### config.mk
export PLATFORM = sky130hd
export DESIGN_NAME = harmonic_scheduler
export DESIGN_NICKNAME = d
export VERILOG_FILES = /design/src/rtl/harmonic_scheduler.sv
export SDC_FILE = /design/constraint.sdc
export NUM_CORES = 1
export LEC_CHECK = 0
export CORE_ASPECT_RATIO = 1.2
export CORE_UTILIZATION = 23
export DETAILED_ROUTE_END_ITERATION = 12
export HOLD_SLACK_MARGIN = 0.02
export SLEW_MARGIN = 40
export SYNTH_ARGS = -nofsm -noshare
export SYNTH_HDL_FRONTEND = slang
export SYNTH_SLANG_ARGS = --single-unit
### constraint.sdc
create_clock -name clock -period 4.65 [get_ports clock]
set_clock_uncertainty 0.15 [all_clocks]
set_input_delay 0.6975 -clock clock [delete_from_list [all_inputs] [get_ports clock]]
set_output_delay 0.6975 -clock clock [all_outputs]
set_load 0.005 [all_outputs]
### src/rtl/harmonic_scheduler.sv
// rtl/harmonic_scheduler.sv - per-sample harmonic frame sequencer (position RAM, adder, DAC)
// Optional build macro SCHED_FREQ_MONITOR_EN: DAC payload carries the active frequency instead of the sum.
module harmonic_scheduler #(
   parameter int SAMPLE_INTERVAL = 1500,
   parameter int SAMPLE_RATE     = 48000,
   parameter int HARMONICS       = 11,
   parameter int LUT_SHIFT       = 5,
   parameter int MULT_START      = 127,
   parameter int MULT_STEP       = 10,
   parameter int MULT_FLOOR      = 10
) (
   input  logic        clock,
   input  logic        reset,
   input  logic [15:0] frequency_in,
   input  logic        frequency_valid,
   output logic [7:0]  sp_addr,
   input  logic [15:0] sp_readdata,
   output logic [15:0] sp_writedata,
   output logic        sp_write,
   output logic [10:0] lut_addr,
   output logic        adder_start,
   output logic        adder_clear,
   output logic [6:0]  adder_mult,
   input  logic        adder_ready,
   input  logic [31:0] adder_total,
   output logic [23:0] dac_data,
   output logic        dac_send,
   output logic        overrun
);
   localparam int              CW         = $clog2(SAMPLE_INTERVAL);
   localparam logic [CW-1:0]   TICK_AT    = CW'(SAMPLE_INTERVAL - 1);
   localparam logic [16:0]     RATE       = 17'(SAMPLE_RATE);
   localparam logic [15:0]     FREQ_MAX   = 16'(SAMPLE_RATE / 2 - 1);
   localparam logic [7:0]      LAST_H     = 8'(HARMONICS - 1);
   localparam logic [6:0]      M_START    = 7'(MULT_START);
   localparam logic [6:0]      M_STEP     = 7'(MULT_STEP);
   localparam logic [6:0]      M_DROP_MIN = 7'(MULT_FLOOR + MULT_STEP);

   typedef enum logic [3:0] {
      S_CLEAR, S_PREP, S_READ, S_CALC, S_WRITE, S_LUTWAIT, S_ISSUE, S_DRAIN, S_READY
   } state_t;

   state_t        state, state_d;
   logic [CW-1:0] counter;
   logic          tick;
   logic [15:0]   pending, active, active_d, inc, inc_d;
   logic [7:0]    h, h_d;
   logic [31:0]   sum, sum_d;
   logic          drain_first, drain_first_d, ovr_pend, ovr_pend_d;
   logic [6:0]    mult_d;
   logic [7:0]    sp_addr_d;
   logic [15:0]   sp_writedata_d;
   logic [10:0]   lut_addr_d;
   logic [23:0]   dac_data_d;
   logic          sp_write_d, adder_start_d, adder_clear_d, dac_send_d, overrun_d;
   logic          any_strobe, ovr_req;
   logic [16:0]   pos_raw, pos_wrap, inc_raw, inc_wrap;
   logic [15:0]   pos_shifted;

   assign tick        = counter == TICK_AT;
   assign pos_raw     = {1'b0, sp_readdata} + {1'b0, inc};
   assign pos_wrap    = (pos_raw >= RATE) ? pos_raw - RATE : pos_raw;
   assign inc_raw     = {1'b0, inc} + {1'b0, active};
   assign inc_wrap    = (inc_raw >= RATE) ? inc_raw - RATE : inc_raw;
   assign pos_shifted = pos_wrap[15:0] >> LUT_SHIFT;

   // Outputs are registered from their next values so each is valid during the state it belongs to.
   always_ff @(posedge clock or posedge reset) begin
      if (reset) begin
         state        <= S_CLEAR;
         counter      <= '0;
         pending      <= 16'd1000;
         active       <= 16'd1000;
         inc          <= '0;
         h            <= '0;
         sum          <= '0;
         drain_first  <= 1'b0;
         ovr_pend     <= 1'b0;
         adder_mult   <= M_START;
         sp_addr      <= '0;
         sp_writedata <= '0;
         sp_write     <= 1'b0;
         lut_addr     <= '0;
         adder_start  <= 1'b0;
         adder_clear  <= 1'b0;
         dac_data     <= '0;
         dac_send     <= 1'b0;
         overrun      <= 1'b0;
      end else begin
         counter <= tick ? '0 : counter + 1'b1;
         if (frequency_valid)
            pending <= (frequency_in > FREQ_MAX) ? FREQ_MAX : frequency_in;
         state        <= state_d;
         active       <= active_d;
         inc          <= inc_d;
         h            <= h_d;
         sum          <= sum_d;
         drain_first  <= drain_first_d;
         ovr_pend     <= ovr_pend_d;
         adder_mult   <= mult_d;
         sp_addr      <= sp_addr_d;
         sp_writedata <= sp_writedata_d;
         sp_write     <= sp_write_d;
         lut_addr     <= lut_addr_d;
         adder_start  <= adder_start_d;
         adder_clear  <= adder_clear_d;
         dac_data     <= dac_data_d;
         dac_send     <= dac_send_d;
         overrun      <= overrun_d;
      end
   end

   always_comb begin
      state_d       = state;
      active_d      = active;
      inc_d         = inc;
      h_d           = h;
      sum_d         = sum;
      drain_first_d = drain_first;
      mult_d        = adder_mult;
      // The scale steps down while the just-issued start is visible, so the adder sees a stable value.
      if (adder_start && adder_mult >= M_DROP_MIN)
         mult_d = adder_mult - M_STEP;
      case (state)
         S_CLEAR: begin
            h_d = h + 8'd1;
            if (h == LAST_H) begin
               h_d     = '0;
               state_d = S_PREP;
            end
         end
         S_PREP: begin
            active_d = pending;
            inc_d    = pending;
            h_d      = '0;
            mult_d   = M_START;
            state_d  = S_READ;
         end
         S_READ:    state_d = S_CALC;
         S_CALC:    state_d = S_WRITE;
         S_WRITE: begin
            inc_d   = inc_wrap[15:0];
            state_d = S_LUTWAIT;
         end
         S_LUTWAIT: state_d = S_ISSUE;
         S_ISSUE: begin
            if (adder_ready) begin
               h_d           = h + 8'd1;
               drain_first_d = 1'b1;
               state_d       = (h == LAST_H) ? S_DRAIN : S_READ;
            end
         end
         S_DRAIN: begin
            drain_first_d = 1'b0;
            if (!drain_first && adder_ready) begin
               sum_d   = adder_total + 32'h1FFFF;
               state_d = S_READY;
            end
         end
         S_READY: begin
            if (tick)
               state_d = S_PREP;
         end
         default:   state_d = S_CLEAR;
      endcase
   end

   always_comb begin
      sp_addr_d      = sp_addr;
      sp_writedata_d = sp_writedata;
      lut_addr_d     = lut_addr;
      dac_data_d     = dac_data;
      sp_write_d     = 1'b0;
      adder_start_d  = 1'b0;
      adder_clear_d  = 1'b0;
      dac_send_d     = 1'b0;
      case (state)
         S_CLEAR: begin
            sp_write_d     = 1'b1;
            sp_addr_d      = h;
            sp_writedata_d = '0;
         end
         S_PREP: begin
            adder_clear_d = 1'b1;
            sp_addr_d     = '0;
         end
         S_CALC: begin
            sp_write_d     = 1'b1;
            sp_writedata_d = pos_wrap[15:0];
            lut_addr_d     = pos_shifted[10:0];
         end
         S_ISSUE: begin
            if (adder_ready) begin
               adder_start_d = 1'b1;
               sp_addr_d     = h + 8'd1;
            end
         end
         S_READY: begin
            if (tick) begin
               dac_send_d = 1'b1;
`ifdef SCHED_FREQ_MONITOR_EN
               dac_data_d = {8'h31, active};
`else
               dac_data_d = {8'h31, sum[17:2]};
`endif
            end
         end
         default: ;
      endcase
      // A late-frame overrun waits for a cycle free of other strobes so no two pulses overlap.
      any_strobe = sp_write_d | adder_start_d | adder_clear_d | dac_send_d;
      ovr_req    = ovr_pend | (tick && state != S_READY);
      overrun_d  = ovr_req & ~any_strobe;
      ovr_pend_d = ovr_req & any_strobe;
   end
endmodule

# [Word-level counts from Yosys, hierarchy flattened]
# Cells that the tools add are included.
[op_classes] add_sub_neg=8 order_cmp=4 n_eq_ne=15 mux=26 bitwise=7 reduce_logical=16
[op_table] cell="$pmux W16 S2" n=2
[op_table] cell="$mux W16" n=3
[op_table] cell="$pmux W8 S3" n=2
[op_table] cell="$pmux W4 S9" n=1
[op_table] cell="$add A16 B16 Y17" n=2
[op_table] cell="$ge A17 B16 Y1 const B" n=2
[op_table] cell="$sub A16 B16 Y16 const B" n=2
[op_table] cell="$add A18 B17 Y18 const B" n=1
[op_table] cell="$eq A4 B3 Y1 const B" n=4
[op_table] cell="$gt A16 B15 Y1 const B" n=1
[op_table] cell="$mux W4" n=4
[op_table] cell="$mux W8" n=2
[op_table] cell="$mux W7" n=2
[op_table] cell="$add A11 B1 Y11 const B" n=1
[op_table] cell="$eq A11 B11 Y1 const B" n=1
[op_table] cell="$mux W11" n=1
[op_table] cell="$add A8 B1 Y8 const B" n=1
[op_table] cell="$eq A4 B2 Y1 const B" n=2
[op_table] cell="$eq A8 B4 Y1 const B" n=1
[op_table] cell="$ne A2 B2 Y1 const B" n=4
[op_table] cell="$reduce_and A2 Y1" n=4
[op_table] cell="$reduce_bool A2 Y1" n=4
[op_table] cell="$ge A7 B5 Y1 const B" n=1
[op_table] cell="$mux W1" n=7
[op_table] cell="other kinds (15)" n=21
[totals] register_bits=155 input_bits=68 out_inout_bits=71

# [Depth between registers and ports, before layout]
# Gate-level depths: netlist (run 1).
[depth] ltp_word=8 depth_mapped=13

# [Least setup slack after synthesis (run 1)]
# OpenSTA, ideal clock, no wires.
[synth_timing] kind="input -> register" from="input sp_readdata[0]" to="register lut_addr[4]" setup_time_ns=0.124 t_arrival_ns=3.731 required_time_ns=4.376 slack_ns=0.645 cell_stages=13 cell_sequence="ha_1 > fa_1 > a211oi_1 > o21ai_0 > a221oi_1 > o21ai_0 > xor2_1 > and2_1 > a31oi_1 > or2_2 > clkbuf_1 > a31o_2 > a211o_1"
[synth_between] elab_chain_len=3
[synth_lines] element="start: declaration" line_no="17" text="input logic [15:0] sp_readdata,"
[synth_lines] element="$add A16 B16 Y17 *" line_no="61" text="assign pos_raw = {1'b0, sp_readdata} + {1'b0, inc};"
[synth_lines] element="$sub A16 B16 Y16 / $ge A17 B16 Y1 (equally long branches)" line_no="62" text="assign pos_wrap = (pos_raw >= RATE) ? pos_raw - RATE : pos_raw;"
[synth_lines] element="$mux W16 *" line_no="62"
[synth_lines] element="end signal: assignment" line_no="104" text="lut_addr <= lut_addr_d;"
[synth_lines] element="end: declaration" line_no="20" text="output logic [10:0] lut_addr,"
# Mark *: on every way between the ends. The rest lies on a longest branch, timed or not.
# A chain may end at the register's enable or synchronous reset.

# [Final worst setup path (run 1)]
[layout_timing] from="input sp_readdata[0]" to="register sp_writedata[13]"
[layout_between] elab_chain_len=4
[layout_lines] element="$add A16 B16 Y17 *" line_no="61"
[layout_lines] element="$sub A16 B16 Y16 / $ge A17 B16 Y1 (equally long branches)" line_no="62"
[layout_lines] element="$mux W16 *" line_no="62"
[layout_lines] element="$pmux W16 S2 *" line_no="177" text="case (state)"
[layout_lines] element="end signal: assignment" line_no="102" text="sp_writedata <= sp_writedata_d;"
[layout_lines] element="end: declaration" line_no="18" text="output logic [15:0] sp_writedata,"
# Marks and branches as above.

==> flow_results.xml, run 1 <==
<?xml version="1.0" encoding="UTF-8"?>
<metrics>
  <group name="status">
    <metric name="outcome" unit="">complete, no violations</metric>
  </group>
  <group name="place">
    <metric name="numPlacedInstances" unit="">1497</metric>
    <metric name="pre_cts_slack" unit="ns">0.0884</metric>
    <metric name="place.port_buffers" unit="">119</metric>
    <metric name="dpl_cell_area" unit="mm^2">0.0104</metric>
    <metric name="place_congestion" unit="">0.870</metric>
    <metric name="dp_hpwl" unit="um">15700</metric>
  </group>
  <group name="sta">
    <metric name="final-setup-viol-count" unit="">0</metric>
    <metric name="final-hold-violation-count" unit="">0</metric>
    <metric name="unrepaired_setup_endpoints_after_global_routing" unit="">no</metric>
    <metric name="totalNegativeSetupSlack" unit="ns">0</metric>
    <metric name="finalWorstSetupSlack" unit="ns">0.549</metric>
    <metric name="finalMaxSlewViolations" unit="">0</metric>
    <metric name="timing.final.crit_share" unit="%">88.2</metric>
    <metric name="min_period" unit="ns">4.10</metric>
    <metric name="slew-limit-headroom" unit="%">48.4</metric>
    <metric name="tightest_slew" unit="ns">0.767</metric>
    <metric name="max_clock_freq" unit="MHz">244</metric>
  </group>
  <group name="logic_synthesis">
    <metric name="synth-warning-count" unit="">0</metric>
    <metric name="asyncSetResetFlopFracSynth" unit="%">100</metric>
    <metric name="synth-edff-count" unit="">0</metric>
    <metric name="synth.ff_latch_count" unit="">153</metric>
    <metric name="synth_fa_ha_area_share" unit="%">6.03</metric>
    <metric name="synth-simple-area-share" unit="%">18.2</metric>
    <metric name="synth_seq_area_share" unit="%">45.0</metric>
    <metric name="yosysUniqueCellTypes" unit="">69</metric>
    <metric name="synth_top_cell_area_share" unit="%">39.2</metric>
    <metric name="syn-instance-count" unit="">926</metric>
    <metric name="synth_most_common_cell" unit="">sky130_fd_sc_hd__dfrtp_1</metric>
    <metric name="synthXorXnorAreaFrac" unit="%">5.84</metric>
    <metric name="synth_top_family_by_area" unit="">simple AND/OR/NAND/NOR gates</metric>
    <metric name="main_synth_ff_type" unit="">sky130_fd_sc_hd__dfrtp_1</metric>
    <metric name="synth-compound-area-share" unit="%">17.9</metric>
    <metric name="postSynthAreaPerCell" unit="um^2">9.24</metric>
    <metric name="post_synth_instance_area" unit="mm^2">0.00855</metric>
    <metric name="synth_top_cells_by_count" unit="">sky130_fd_sc_hd__dfrtp_1 (134), sky130_fd_sc_hd__nand2_1 (125), sky130_fd_sc_hd__nor2_1 (88), sky130_fd_sc_hd__o21ai_0 (64), sky130_fd_sc_hd__a21oi_1 (55)</metric>
    <metric name="synth.top_cells.by_area" unit="">sky130_fd_sc_hd__dfrtp_1 (39%), sky130_fd_sc_hd__dfstp_2 (5.8%), sky130_fd_sc_hd__ha_1 (5.6%)</metric>
    <metric name="biggest_area_consumer_among_synthesized_cells" unit="">sky130_fd_sc_hd__dfrtp_1</metric>
    <metric name="yosys-mux-area-fraction" unit="%">3.32</metric>
  </group>
  <group name="final_layout">
    <metric name="final_layout_size_suffix_gt1_share" unit="%">10.4</metric>
    <metric name="num-nets-final" unit="">1150</metric>
    <metric name="filler_cell_count" unit="">3812</metric>
    <metric name="final_design_area_no_fill" unit="mm^2">0.0110</metric>
    <metric name="layout_area_overhead" unit="%">29.0</metric>
    <metric name="post_layout_nonfiller_instances" unit="">1530</metric>
  </group>
  <group name="grt">
    <metric name="globalRouteTotalUtil" unit="%">11.4</metric>
    <metric name="grt_pass1_vias" unit="">6842</metric>
    <metric name="pin_count_of_the_biggest_net_entering_global_routing" unit="">45</metric>
    <metric name="global_route_wire_length_before_repair" unit="um">34100</metric>
    <metric name="grt_overflow_total" unit="">0</metric>
    <metric name="initial_antenna_violation_count" unit="">9</metric>
  </group>
  <group name="floorplanning">
    <metric name="die_height" unit="um">213</metric>
    <metric name="io_pins" unit="">139</metric>
    <metric name="fp.dieW" unit="um">178</metric>
    <metric name="fp-row-count" unit="">77</metric>
    <metric name="effective_utilization_at_floorplan" unit="%">23.3</metric>
    <metric name="die_area" unit="mm^2">0.0380</metric>
    <metric name="placeableCoreArea" unit="mm^2">0.0367</metric>
  </group>
  <group name="route">
    <metric name="route.detailed.drc" unit="">0</metric>
    <metric name="routed_via_density" unit="">4.60</metric>
    <metric name="drt-pass1-iter-count" unit="">4</metric>
    <metric name="wirelength" unit="um">20700</metric>
    <metric name="drtAntennaViolNets" unit="">0</metric>
    <metric name="vias" unit="">7043</metric>
    <metric name="drt-wirelength-per-cell" unit="um">13.5</metric>
    <metric name="drtIter0Drc" unit="">277</metric>
  </group>
  <group name="critical_path">
    <metric name="path_class" unit="">primary input to register</metric>
    <metric name="cp.required" unit="ns">4.86</metric>
    <metric name="worstRegToRegCells" unit="">12</metric>
    <metric name="critical_path.reg2reg.endpoint" unit="">inc[12]</metric>
    <metric name="cp_data_arrival_time" unit="ns">4.31</metric>
    <metric name="reg_to_reg_slack_setup" unit="ns">0.79</metric>
    <metric name="crit_path_max_fanout" unit="">3</metric>
    <metric name="cp-start-kind" unit="">primary input</metric>
    <metric name="crit_path_end_kind" unit="">register</metric>
    <metric name="reg2reg_from" unit="">inc[0]</metric>
  </group>
  <group name="clock_network">
    <metric name="cts.clk_slew.worst_paths" unit="ns">0.06</metric>
    <metric name="clkSinkCount" unit="">153</metric>
    <metric name="cts_htree_levels" unit="">4</metric>
    <metric name="max-clock-path-buffers" unit="">2</metric>
    <metric name="hold_buffers" unit="">0</metric>
    <metric name="clock_root_cell" unit="">sky130_fd_sc_hd__clkbuf_16</metric>
    <metric name="post-cts-setup-buffers" unit="">0</metric>
    <metric name="tritoncts" unit="">yes</metric>
    <metric name="cts_bufs_inserted" unit="">17</metric>
    <metric name="cts_repair_resize_count" unit="">0</metric>
    <metric name="clock_insertion_delay_worst_skew" unit="ns">0.42</metric>
  </group>
  <group name="power">
    <metric name="power.density" unit="mW/mm^2">727</metric>
    <metric name="total_leakage_power" unit="nW">4.74</metric>
    <metric name="ir_worst_vdd" unit="mV">0.310</metric>
  </group>
  <group name="worst_hold_path">
    <metric name="hold_end" unit="">active[5]</metric>
    <metric name="hold_path.startpoint" unit="">active[5]</metric>
    <metric name="min_path_type" unit="">register to register</metric>
    <metric name="min_path_cells" unit="">2</metric>
  </group>
  <group name="job">
    <metric name="max-cap-violations" unit="">0</metric>
  </group>
</metrics>
## placed cells by master, fill, tap and decap left out, types with 5 or more instances in the layout
cell type	synthesis	final
sky130_fd_sc_hd__dfstp_2	19	19
sky130_fd_sc_hd__a22o_1	5	5
sky130_fd_sc_hd__o211ai_1	8	8
sky130_fd_sc_hd__buf_4	7	18
sky130_fd_sc_hd__nand2_1	125	124
sky130_fd_sc_hd__o22a_1	11	11
sky130_fd_sc_hd__and2_1	7	7
sky130_fd_sc_hd__o31ai_1	10	10
sky130_fd_sc_hd__xnor2_1	32	32
sky130_fd_sc_hd__o21bai_1	6	6
sky130_fd_sc_hd__ha_1	38	38
sky130_fd_sc_hd__a211oi_1	6	6
sky130_fd_sc_hd__mux2i_1	7	7
sky130_fd_sc_hd__nor3_1	21	21
sky130_fd_sc_hd__o21ai_0	64	64
sky130_fd_sc_hd__clkbuf_16	0	17
sky130_fd_sc_hd__bufinv_16	0	5
sky130_fd_sc_hd__and3_1	16	16
sky130_fd_sc_hd__dfrtp_1	134	134
sky130_fd_sc_hd__clkinvlp_4	0	5
sky130_fd_sc_hd__xor2_1	25	25
sky130_fd_sc_hd__a21o_1	14	14
sky130_fd_sc_hd__a31oi_1	17	17
sky130_fd_sc_hd__inv_1	27	26
sky130_fd_sc_hd__clkdlybuf4s50_1	0	119
sky130_fd_sc_hd__a21oi_1	55	55
sky130_fd_sc_hd__conb_1	1	5
sky130_fd_sc_hd__nand3_1	29	29
sky130_fd_sc_hd__nor2_1	88	87
sky130_fd_sc_hd__nor2b_1	10	9
sky130_fd_sc_hd__mux2_2	19	19
sky130_fd_sc_hd__nand2b_1	7	7
sky130_fd_sc_hd__or3_1	5	5
## cell families (layout without fill, tap and decap cells)
| logic type | count (synthesis) | in the layout |
|---|---|---|
| and+or+nand+nor | 335 | 335 |
| DFF | 153 | 153 |
| xor gates and xnor gates | 57 | 57 |
| adders and majority gates | 40 | 40 |
| buffers and inverters | 75 | 200 |
| AOI/OAI and AO/OA | 239 | 239 |
| other | 1 | 6 |
| muxes | 26 | 26 |
## worst max-delay path, cell delays in order
cell,delay [ns]
sky130_fd_sc_hd__clkdlybuf4s50_1,0.43
sky130_fd_sc_hd__ha_1,0.24
sky130_fd_sc_hd__fa_1,0.41
sky130_fd_sc_hd__a211oi_1,0.22
sky130_fd_sc_hd__buf_4,0.16
sky130_fd_sc_hd__o21ai_0,0.16
sky130_fd_sc_hd__a221oi_1,0.42
sky130_fd_sc_hd__o21ai_0,0.18
sky130_fd_sc_hd__xor2_1,0.18
sky130_fd_sc_hd__and2_1,0.20
sky130_fd_sc_hd__inv_1,0.06
sky130_fd_sc_hd__or4b_2,0.66
sky130_fd_sc_hd__a21oi_1,0.19
sky130_fd_sc_hd__a21o_1,0.11
## final cells by class
class / instances / area (um^2) / share of cell area (%)
antenna: 1 / 2.50 / 0.0227
sequential: 153 / 3850 / 34.9
inverter: 28 / 109 / 0.987
timing repair buffer: 140 / 1390 / 12.6
multi-input combinational: 702 / 4420 / 40.1
clock inverter: 13 / 215 / 1.95
tap: 474 / 593 / 5.38
clock buffer: 19 / 453 / 4.11
## sequential cells by signal (all words and copies together) (netlist names), 11 cells and up
signal        count
sp_writedata     16
inc              16
active           16
dac_data         17
lut_addr         11
sum              16
counter          11
pending          16
## per-stage QoR
step / hold WS, ns / util (%) / total power [W]
after floorplan: 0.283 / - / 0.00523
after global placement: 0.294 / 28.2 / 0.00638
after detailed placement: 0.302 / 28.2 / 0.00647
after CTS: 0.313 / 30.0 / 0.00809
after global routing: 0.325 / 30.0 / 0.00874
final: 0.311 / 30.1 / 0.00802
## power breakdown
| part | internal [W] | switching, W | total (W) |
|---|---|---|---|
| clock network | 0.000987 | 0.000576 | 0.00156 |
| registers | 0.00178 | 0.000315 | 0.00209 |
| logic | 0.00198 | 0.00238 | 0.00436 |
| total | 0.00475 | 0.00327 | 0.00802 |
## metal layers
| layer | wire length (um) | global-route usage, % |
|---|---|---|
| met1 | 9280 | 13.9 |
| met2 | 9690 | 18.6 |
| met3 | 1340 | 3.74 |
| met4 | 290 | 4.07 |
| met5 | 91 | 0 |
## how the worst max path moves through the flow
stage	start	end	slack (ns)	depth (start not counted)
CTS	sp_readdata[0]	sp_writedata[13]	0.52	14
global placement	sp_readdata[0]	lut_addr[4]	0.12	15
floorplan	sp_readdata[0]	lut_addr[4]	0.64	13
detailed placement	sp_readdata[0]	sp_writedata[13]	0.09	14
global route	sp_readdata[0]	lut_addr[8]	0.26	14
finish	sp_readdata[0]	sp_writedata[13]	0.55	14
Note: power is estimated with default switching activity, not from simulation.
==> inputs of run 2 (changes only) <==
CTS_BUF_LIST = sky130_fd_sc_hd__clkbuf_4   (was not set)
==> flow_results.xml, run 2 (synthesis results as in run 1) <==
<?xml version="1.0" encoding="UTF-8"?>
<metrics>
  <group name="status">
    <metric name="outcome" unit="">complete, no violations</metric>
  </group>
  <group name="sta">
    <metric name="hold-worst-slack" unit="ns">0.320</metric>
    <metric name="final-hold-violation-count" unit="">0</metric>
    <metric name="final-setup-viol-count" unit="">0</metric>
    <metric name="min_period" unit="ns">3.94</metric>
    <metric name="finalMaxSlewViolations" unit="">0</metric>
    <metric name="max_clock_freq" unit="MHz">254</metric>
    <metric name="finalWorstSetupSlack" unit="ns">0.708</metric>
    <metric name="unrepaired_setup_endpoints_after_global_routing" unit="">no</metric>
    <metric name="timing.final.crit_share" unit="%">84.8</metric>
    <metric name="tightest_slew" unit="ns">0.760</metric>
    <metric name="totalNegativeSetupSlack" unit="ns">0</metric>
    <metric name="slew-limit-headroom" unit="%">48.9</metric>
  </group>
  <group name="final_layout">
    <metric name="final_design_area_no_fill" unit="mm^2">0.0107</metric>
    <metric name="multiInputGateArea" unit="mm^2">0.00442</metric>
    <metric name="layout_area_overhead" unit="%">25.3</metric>
    <metric name="regMostFlops" unit="">dac_data</metric>
    <metric name="filler_cell_count" unit="">3855</metric>
    <metric name="final_layout_size_suffix_gt1_share" unit="%">10.2</metric>
    <metric name="layout_commonest_cell" unit="">sky130_fd_sc_hd__dfrtp_1</metric>
    <metric name="finished_core_util" unit="%">29.2</metric>
    <metric name="num-nets-final" unit="">1150</metric>
    <metric name="most-common-layout-cells" unit="">sky130_fd_sc_hd__dfrtp_1 (134), sky130_fd_sc_hd__nand2_1 (124), sky130_fd_sc_hd__clkdlybuf4s50_1 (119)</metric>
    <metric name="regArea" unit="mm^2">0.00385</metric>
    <metric name="max_ffs_per_register" unit="">17</metric>
  </group>
  <group name="critical_path">
    <metric name="path_class" unit="">primary input to register</metric>
    <metric name="cp_data_arrival_time" unit="ns">4.29</metric>
    <metric name="slowest_stage" unit="">sky130_fd_sc_hd__or4b_2</metric>
    <metric name="path_common_cell" unit="">sky130_fd_sc_hd__o21ai_0</metric>
    <metric name="timing.critical_path.buf_inv" unit="">3</metric>
    <metric name="cp-start-kind" unit="">primary input</metric>
    <metric name="crit_path_max_fanout" unit="">3</metric>
    <metric name="crit_path_end_kind" unit="">register</metric>
    <metric name="delay_of_the_slowest_critical_path_stage" unit="ns">0.66</metric>
    <metric name="critical-path-top-delay-family" unit="">compound AO/OA/AOI/OAI gates</metric>
    <metric name="cp_cell_sequence" unit="">clkdlybuf4s50_1 &gt; ha_1 &gt; fa_1 &gt; a211oi_1 &gt; buf_4 &gt; o21ai_0 &gt; a221oi_1 &gt; o21ai_0 &gt; xor2_1 &gt; and2_1 &gt; inv_1 &gt; or4b_2 &gt; a21oi_1 &gt; a21o_1</metric>
    <metric name="cp.required" unit="ns">5.00</metric>
  </group>
  <group name="floorplanning">
    <metric name="fp-row-count" unit="">77</metric>
    <metric name="placeableCoreArea" unit="mm^2">0.0367</metric>
    <metric name="io_pins" unit="">139</metric>
    <metric name="effective_utilization_at_floorplan" unit="%">23.3</metric>
    <metric name="die_area" unit="mm^2">0.0380</metric>
    <metric name="fp.dieW" unit="um">178</metric>
    <metric name="die_height" unit="um">213</metric>
  </group>
  <group name="grt">
    <metric name="global_route_wire_length_before_repair" unit="um">33800</metric>
    <metric name="global_route.peak_usage_layer" unit="">met2</metric>
    <metric name="pin_count_of_the_biggest_net_entering_global_routing" unit="">45</metric>
    <metric name="global_route.usage.met3" unit="%">3.85</metric>
    <metric name="grt_pass1_vias" unit="">6813</metric>
    <metric name="met1_usage" unit="%">13.8</metric>
    <metric name="use_met2" unit="%">18.4</metric>
    <metric name="initial_antenna_violation_count" unit="">10</metric>
    <metric name="globalRouteTotalUtil" unit="%">11.3</metric>
    <metric name="grt_overflow_total" unit="">0</metric>
  </group>
  <group name="route">
    <metric name="routed_via_density" unit="">4.58</metric>
    <metric name="route.detailed.drc" unit="">0</metric>
    <metric name="drt-wirelength-per-cell" unit="um">13.5</metric>
    <metric name="vias" unit="">7006</metric>
    <metric name="drtIter0Drc" unit="">285</metric>
    <metric name="drtAntennaViolNets" unit="">0</metric>
    <metric name="wirelength" unit="um">20600</metric>
    <metric name="drt-pass1-iter-count" unit="">4</metric>
  </group>
  <group name="clock_network">
    <metric name="cts_repair_resize_count" unit="">0</metric>
    <metric name="hold_buffers" unit="">0</metric>
    <metric name="cts_htree_levels" unit="">4</metric>
    <metric name="tritoncts" unit="">yes</metric>
    <metric name="cts_bufs_inserted" unit="">17</metric>
    <metric name="clock_insertion_delay_worst_skew" unit="ns">0.56</metric>
    <metric name="post-cts-setup-buffers" unit="">0</metric>
    <metric name="clkSinkCount" unit="">153</metric>
    <metric name="max-clock-path-buffers" unit="">2</metric>
    <metric name="cts.clk_slew.worst_paths" unit="ns">0.13</metric>
    <metric name="clock_root_cell" unit="">sky130_fd_sc_hd__clkbuf_4</metric>
  </group>
  <group name="job">
    <metric name="max-cap-violations" unit="">0</metric>
  </group>
  <group name="power">
    <metric name="power.density" unit="mW/mm^2">694</metric>
    <metric name="total_leakage_power" unit="nW">4.60</metric>
    <metric name="ir_worst_vdd" unit="mV">0.271</metric>
  </group>
  <group name="place">
    <metric name="pre_cts_slack" unit="ns">0.0884</metric>
    <metric name="dpl_cell_area" unit="mm^2">0.0104</metric>
    <metric name="dp_hpwl" unit="um">15700</metric>
    <metric name="place.port_buffers" unit="">119</metric>
    <metric name="place_congestion" unit="">0.870</metric>
  </group>
  <group name="worst_hold_path">
    <metric name="min_path_type" unit="">register to register</metric>
  </group>
</metrics>
==> run 2: cell type report <==
type                            count  share of cell area [%]
Antenna cell                        2                  0.0467
Clock buffer                       17                    1.19
Clock inverter                     15                    2.08
Inverter                           28                    1.02
Multi-Input combinational cell    702                    41.2
Sequential cell                   153                    35.9
Tap cell                          474                    5.53
Timing Repair Buffer              140                    12.9
==> run 2: tightest hold or removal path: stages, from the launching register on <==
cell	delay, ns
sky130_fd_sc_hd__dfstp_2	0.39
sky130_fd_sc_hd__nand2_1	0.05
sky130_fd_sc_hd__nand2_1	0.04
==> run 2: through the flow <==
stage	cells	power (W)
floorplan	930	0.00523
global placement	1496	0.00638
detailed placement	1497	0.00647
CTS	1529	0.00750
global route	1530	0.00816
finish	1531	0.00744
==> run 2: worst paths after layout <==
check,startpoint,to,slack [ns],cells after the start
min in group asynchronous,reset,pending[1],0.34,2
worst min register to register,active[9],active[9],0.32,2
worst max-delay path,sp_readdata[0],sp_writedata[13],0.71,14
max in group asynchronous,reset,adder_mult[1],3.24,3
worst max register to register,inc[0],inc[12],0.78,12
worst min-delay path,active[9],active[9],0.32,2
==> run 2: routing by layer <==
layer / up-vias / wire length [um] / share of wire (%)
li1: 3513 / - / -
met1: 3300 / 9290 / 45
met2: 148 / 9600 / 46
met3: 29 / 1370 / 6.6
met4: 16 / 276 / 1.3
met5: - / 113 / 0.55
==> run 2: where the power goes <==
group	internal, W	switching [W]	total [W]	leakage, nW
registers	0.00177	0.000315	0.00209	1.88
logic	0.00198	0.00238	0.00436	2.55
clock network	0.000481	0.000511	0.000992	0.170
==> inputs of run 3 (changes only) <==
clock period = 3.5 ns   (was 4.65 ns; I/O delays follow)
==> flow_results.xml, run 3 (synthesis results as in run 1) <==
<?xml version="1.0" encoding="UTF-8"?>
<metrics>
  <group name="sta">
    <metric name="slew-limit-headroom" unit="%">48.1</metric>
    <metric name="max_clock_freq" unit="MHz">290</metric>
    <metric name="min_period" unit="ns">3.44</metric>
    <metric name="tightest_slew" unit="ns">0.773</metric>
    <metric name="timing.final.crit_share" unit="%">98.4</metric>
    <metric name="final-setup-viol-count" unit="">0</metric>
    <metric name="unrepaired_setup_endpoints_after_global_routing" unit="">yes</metric>
    <metric name="final-hold-violation-count" unit="">0</metric>
    <metric name="finalMaxSlewViolations" unit="">0</metric>
  </group>
  <group name="critical_path">
    <metric name="cp.required" unit="ns">3.79</metric>
    <metric name="cp_cell_sequence" unit="">ha_4 &gt; fa_2 &gt; a211oi_4 &gt; o21ai_2 &gt; buf_4 &gt; a31o_4 &gt; a21oi_4 &gt; xnor2_2 &gt; a221o_1 &gt; a31oi_4 &gt; or2_4 &gt; buf_6 &gt; mux2i_1 &gt; nand3_1</metric>
    <metric name="delay_of_the_slowest_critical_path_stage" unit="ns">0.49</metric>
    <metric name="cp_data_arrival_time" unit="ns">3.74</metric>
    <metric name="slowest_stage" unit="">sky130_fd_sc_hd__dfrtp_2</metric>
    <metric name="path_class" unit="">register to register</metric>
    <metric name="crit_path_max_fanout" unit="">4</metric>
    <metric name="crit_path_end_kind" unit="">register</metric>
    <metric name="cp-start-kind" unit="">register</metric>
  </group>
  <group name="clock_network">
    <metric name="cts_bufs_inserted" unit="">17</metric>
    <metric name="clock_insertion_delay_worst_skew" unit="ns">0.56</metric>
    <metric name="cts.clk_slew.worst_paths" unit="ns">0.15</metric>
    <metric name="cts_htree_levels" unit="">4</metric>
    <metric name="hold_buffers" unit="">0</metric>
    <metric name="tritoncts" unit="">yes</metric>
    <metric name="clkSinkCount" unit="">153</metric>
    <metric name="clock_root_cell" unit="">sky130_fd_sc_hd__clkbuf_4</metric>
    <metric name="max-clock-path-buffers" unit="">2</metric>
  </group>
  <group name="power">
    <metric name="p_total" unit="W">0.0114</metric>
    <metric name="power.density" unit="mW/mm^2">986</metric>
    <metric name="ir_worst_vdd" unit="mV">0.363</metric>
    <metric name="total_leakage_power" unit="nW">5.03</metric>
  </group>
  <group name="final_layout">
    <metric name="final_layout_size_suffix_gt1_share" unit="%">20.2</metric>
    <metric name="post_layout_nonfiller_instances" unit="">1619</metric>
    <metric name="max_ffs_per_register" unit="">17</metric>
    <metric name="most-common-layout-cells" unit="">sky130_fd_sc_hd__dfrtp_1 (132), sky130_fd_sc_hd__nand2_1 (122), sky130_fd_sc_hd__clkdlybuf4s50_1 (119)</metric>
    <metric name="regArea" unit="mm^2">0.00385</metric>
    <metric name="num-nets-final" unit="">1235</metric>
    <metric name="multiInputGateArea" unit="mm^2">0.00466</metric>
    <metric name="regMostFlops" unit="">dac_data</metric>
    <metric name="layout_area_overhead" unit="%">34.7</metric>
    <metric name="layout_commonest_cell" unit="">sky130_fd_sc_hd__dfrtp_1</metric>
    <metric name="filler_cell_count" unit="">3864</metric>
  </group>
  <group name="route">
    <metric name="wirelength" unit="um">21700</metric>
    <metric name="routed_via_density" unit="">4.58</metric>
    <metric name="drt-pass1-iter-count" unit="">4</metric>
    <metric name="wl_met2" unit="um">10200</metric>
    <metric name="vias" unit="">7421</metric>
    <metric name="drtAntennaViolNets" unit="">0</metric>
    <metric name="drt-wirelength-per-cell" unit="um">13.4</metric>
    <metric name="met3_wirelength" unit="um">1430</metric>
    <metric name="top_layer_used" unit="">met5</metric>
    <metric name="route.layer.met1.wl" unit="um">9710</metric>
    <metric name="route.detailed.drc" unit="">0</metric>
    <metric name="drtIter0Drc" unit="">321</metric>
  </group>
  <group name="floorplanning">
    <metric name="fp.dieW" unit="um">178</metric>
    <metric name="effective_utilization_at_floorplan" unit="%">23.3</metric>
    <metric name="fp-row-count" unit="">77</metric>
    <metric name="io_pins" unit="">139</metric>
    <metric name="die_area" unit="mm^2">0.0380</metric>
    <metric name="die_height" unit="um">213</metric>
    <metric name="placeableCoreArea" unit="mm^2">0.0367</metric>
  </group>
  <group name="grt">
    <metric name="grt_overflow_total" unit="">0</metric>
    <metric name="initial_antenna_violation_count" unit="">11</metric>
    <metric name="globalRouteTotalUtil" unit="%">11.7</metric>
    <metric name="grt_pass1_vias" unit="">7201</metric>
    <metric name="pin_count_of_the_biggest_net_entering_global_routing" unit="">79</metric>
    <metric name="global_route_wire_length_before_repair" unit="um">35300</metric>
  </group>
  <group name="place">
    <metric name="place_congestion" unit="">0.847</metric>
    <metric name="dp_hpwl" unit="um">16200</metric>
    <metric name="place.port_buffers" unit="">119</metric>
    <metric name="numPlacedInstances" unit="">1571</metric>
  </group>
  <group name="job">
    <metric name="max-cap-violations" unit="">0</metric>
  </group>
  <group name="worst_hold_path">
    <metric name="min_path_type" unit="">primary input to async pin</metric>
  </group>
  <group name="status">
    <metric name="outcome" unit="">complete, no violations</metric>
  </group>
</metrics>
run 3: changes by cell type in the layout (fill, tap and decap cells not counted), sizes merged:
cell	previous run	this run
buf	21	106
bufinv	5	0
clkbuf	17	18
clkinv	5	7
clkinvlp	5	3
diode	2	5
inv	28	32
run 3: per-layer routing:
metal / vias up / GRT usage, %
met4: 12 / 3.54
li1: 3688 / -
met5: - / 0
met3: 30 / 4.02
met1: 3540 / 14.3
met2: 151 / 19.1
run 3: worst paths after layout:
check                      startpoint       endpoint  slack (ns)  cells past startpoint
max in group asynchronous       reset  adder_mult[1]        2.15                      3
min in group clock         counter[0]     counter[0]        0.32                      1
hold reg to reg            counter[0]     counter[0]        0.32                      1
setup reg to reg               inc[0]    lut_addr[7]        0.06                     14
hold / removal                  reset     counter[5]        0.23                      2
setup / recovery               inc[0]    lut_addr[7]        0.06                     14
run 3: cell type report:
| cell class | count | share of cell area, % |
|---|---|---|
| Sequential cell | 153 | 33.5 |
| Antenna cell | 5 | 0.109 |
| Inverter | 28 | 0.945 |
| Timing Repair Buffer | 225 | 17.7 |
| Clock buffer | 18 | 1.17 |
| Tap cell | 474 | 5.15 |
| Clock inverter | 14 | 0.988 |
| Multi-Input combinational cell | 702 | 40.4 |
run 3: per-stage QoR:
| step | worst slack, ns | instance area [um^2] | hold WS [ns] | util, % | TNS [ns] |
|---|---|---|---|---|---|
| 3_5_place_dp | -0.630 | 11000 | 0.301 | 29.9 | -11.32 |
| 5_1_grt | -0.0801 | 11500 | 0.189 | 31.4 | -0.644 |
| 3_3_place_gp | -0.594 | 11000 | 0.296 | 29.9 | -10.01 |
| 6_report | 0.0566 | 11500 | 0.230 | 31.4 | 0 |
| 4_1_cts | 0.00307 | 11300 | 0.187 | 30.8 | 0 |
| 2_1_floorplan | -0.0978 | 8660 | 0.283 | - | -0.0978 |
run 3: repair_timing:
item / 4_1_cts / 5_1_grt
resized for setup: 11 / 33
hold endpoints to repair: 0 / 0
setup buffers: 3 / 8
setup endpoints to repair: 18 / 26
pin swaps: 13 / 33
run 3: worst max-delay path, delay by kind of cell, from the launching register on:
family / cells / cell delay, ns
AO/OA/AOI/OAI: 6 / 1.25
adder cells (fa/ha/maj): 2 / 0.58
flip-flops: 1 / 0.49
AND/OR/NAND/NOR: 2 / 0.27
buffers and inverters: 2 / 0.26
multiplexers: 1 / 0.21
XOR/XNOR: 1 / 0.11
run 3: where the power goes:
group / internal, W / switching (W)
clock: 0.000305 / 0.000715
combinational: 0.00385 / 0.00370
sequential: 0.00236 / 0.000429
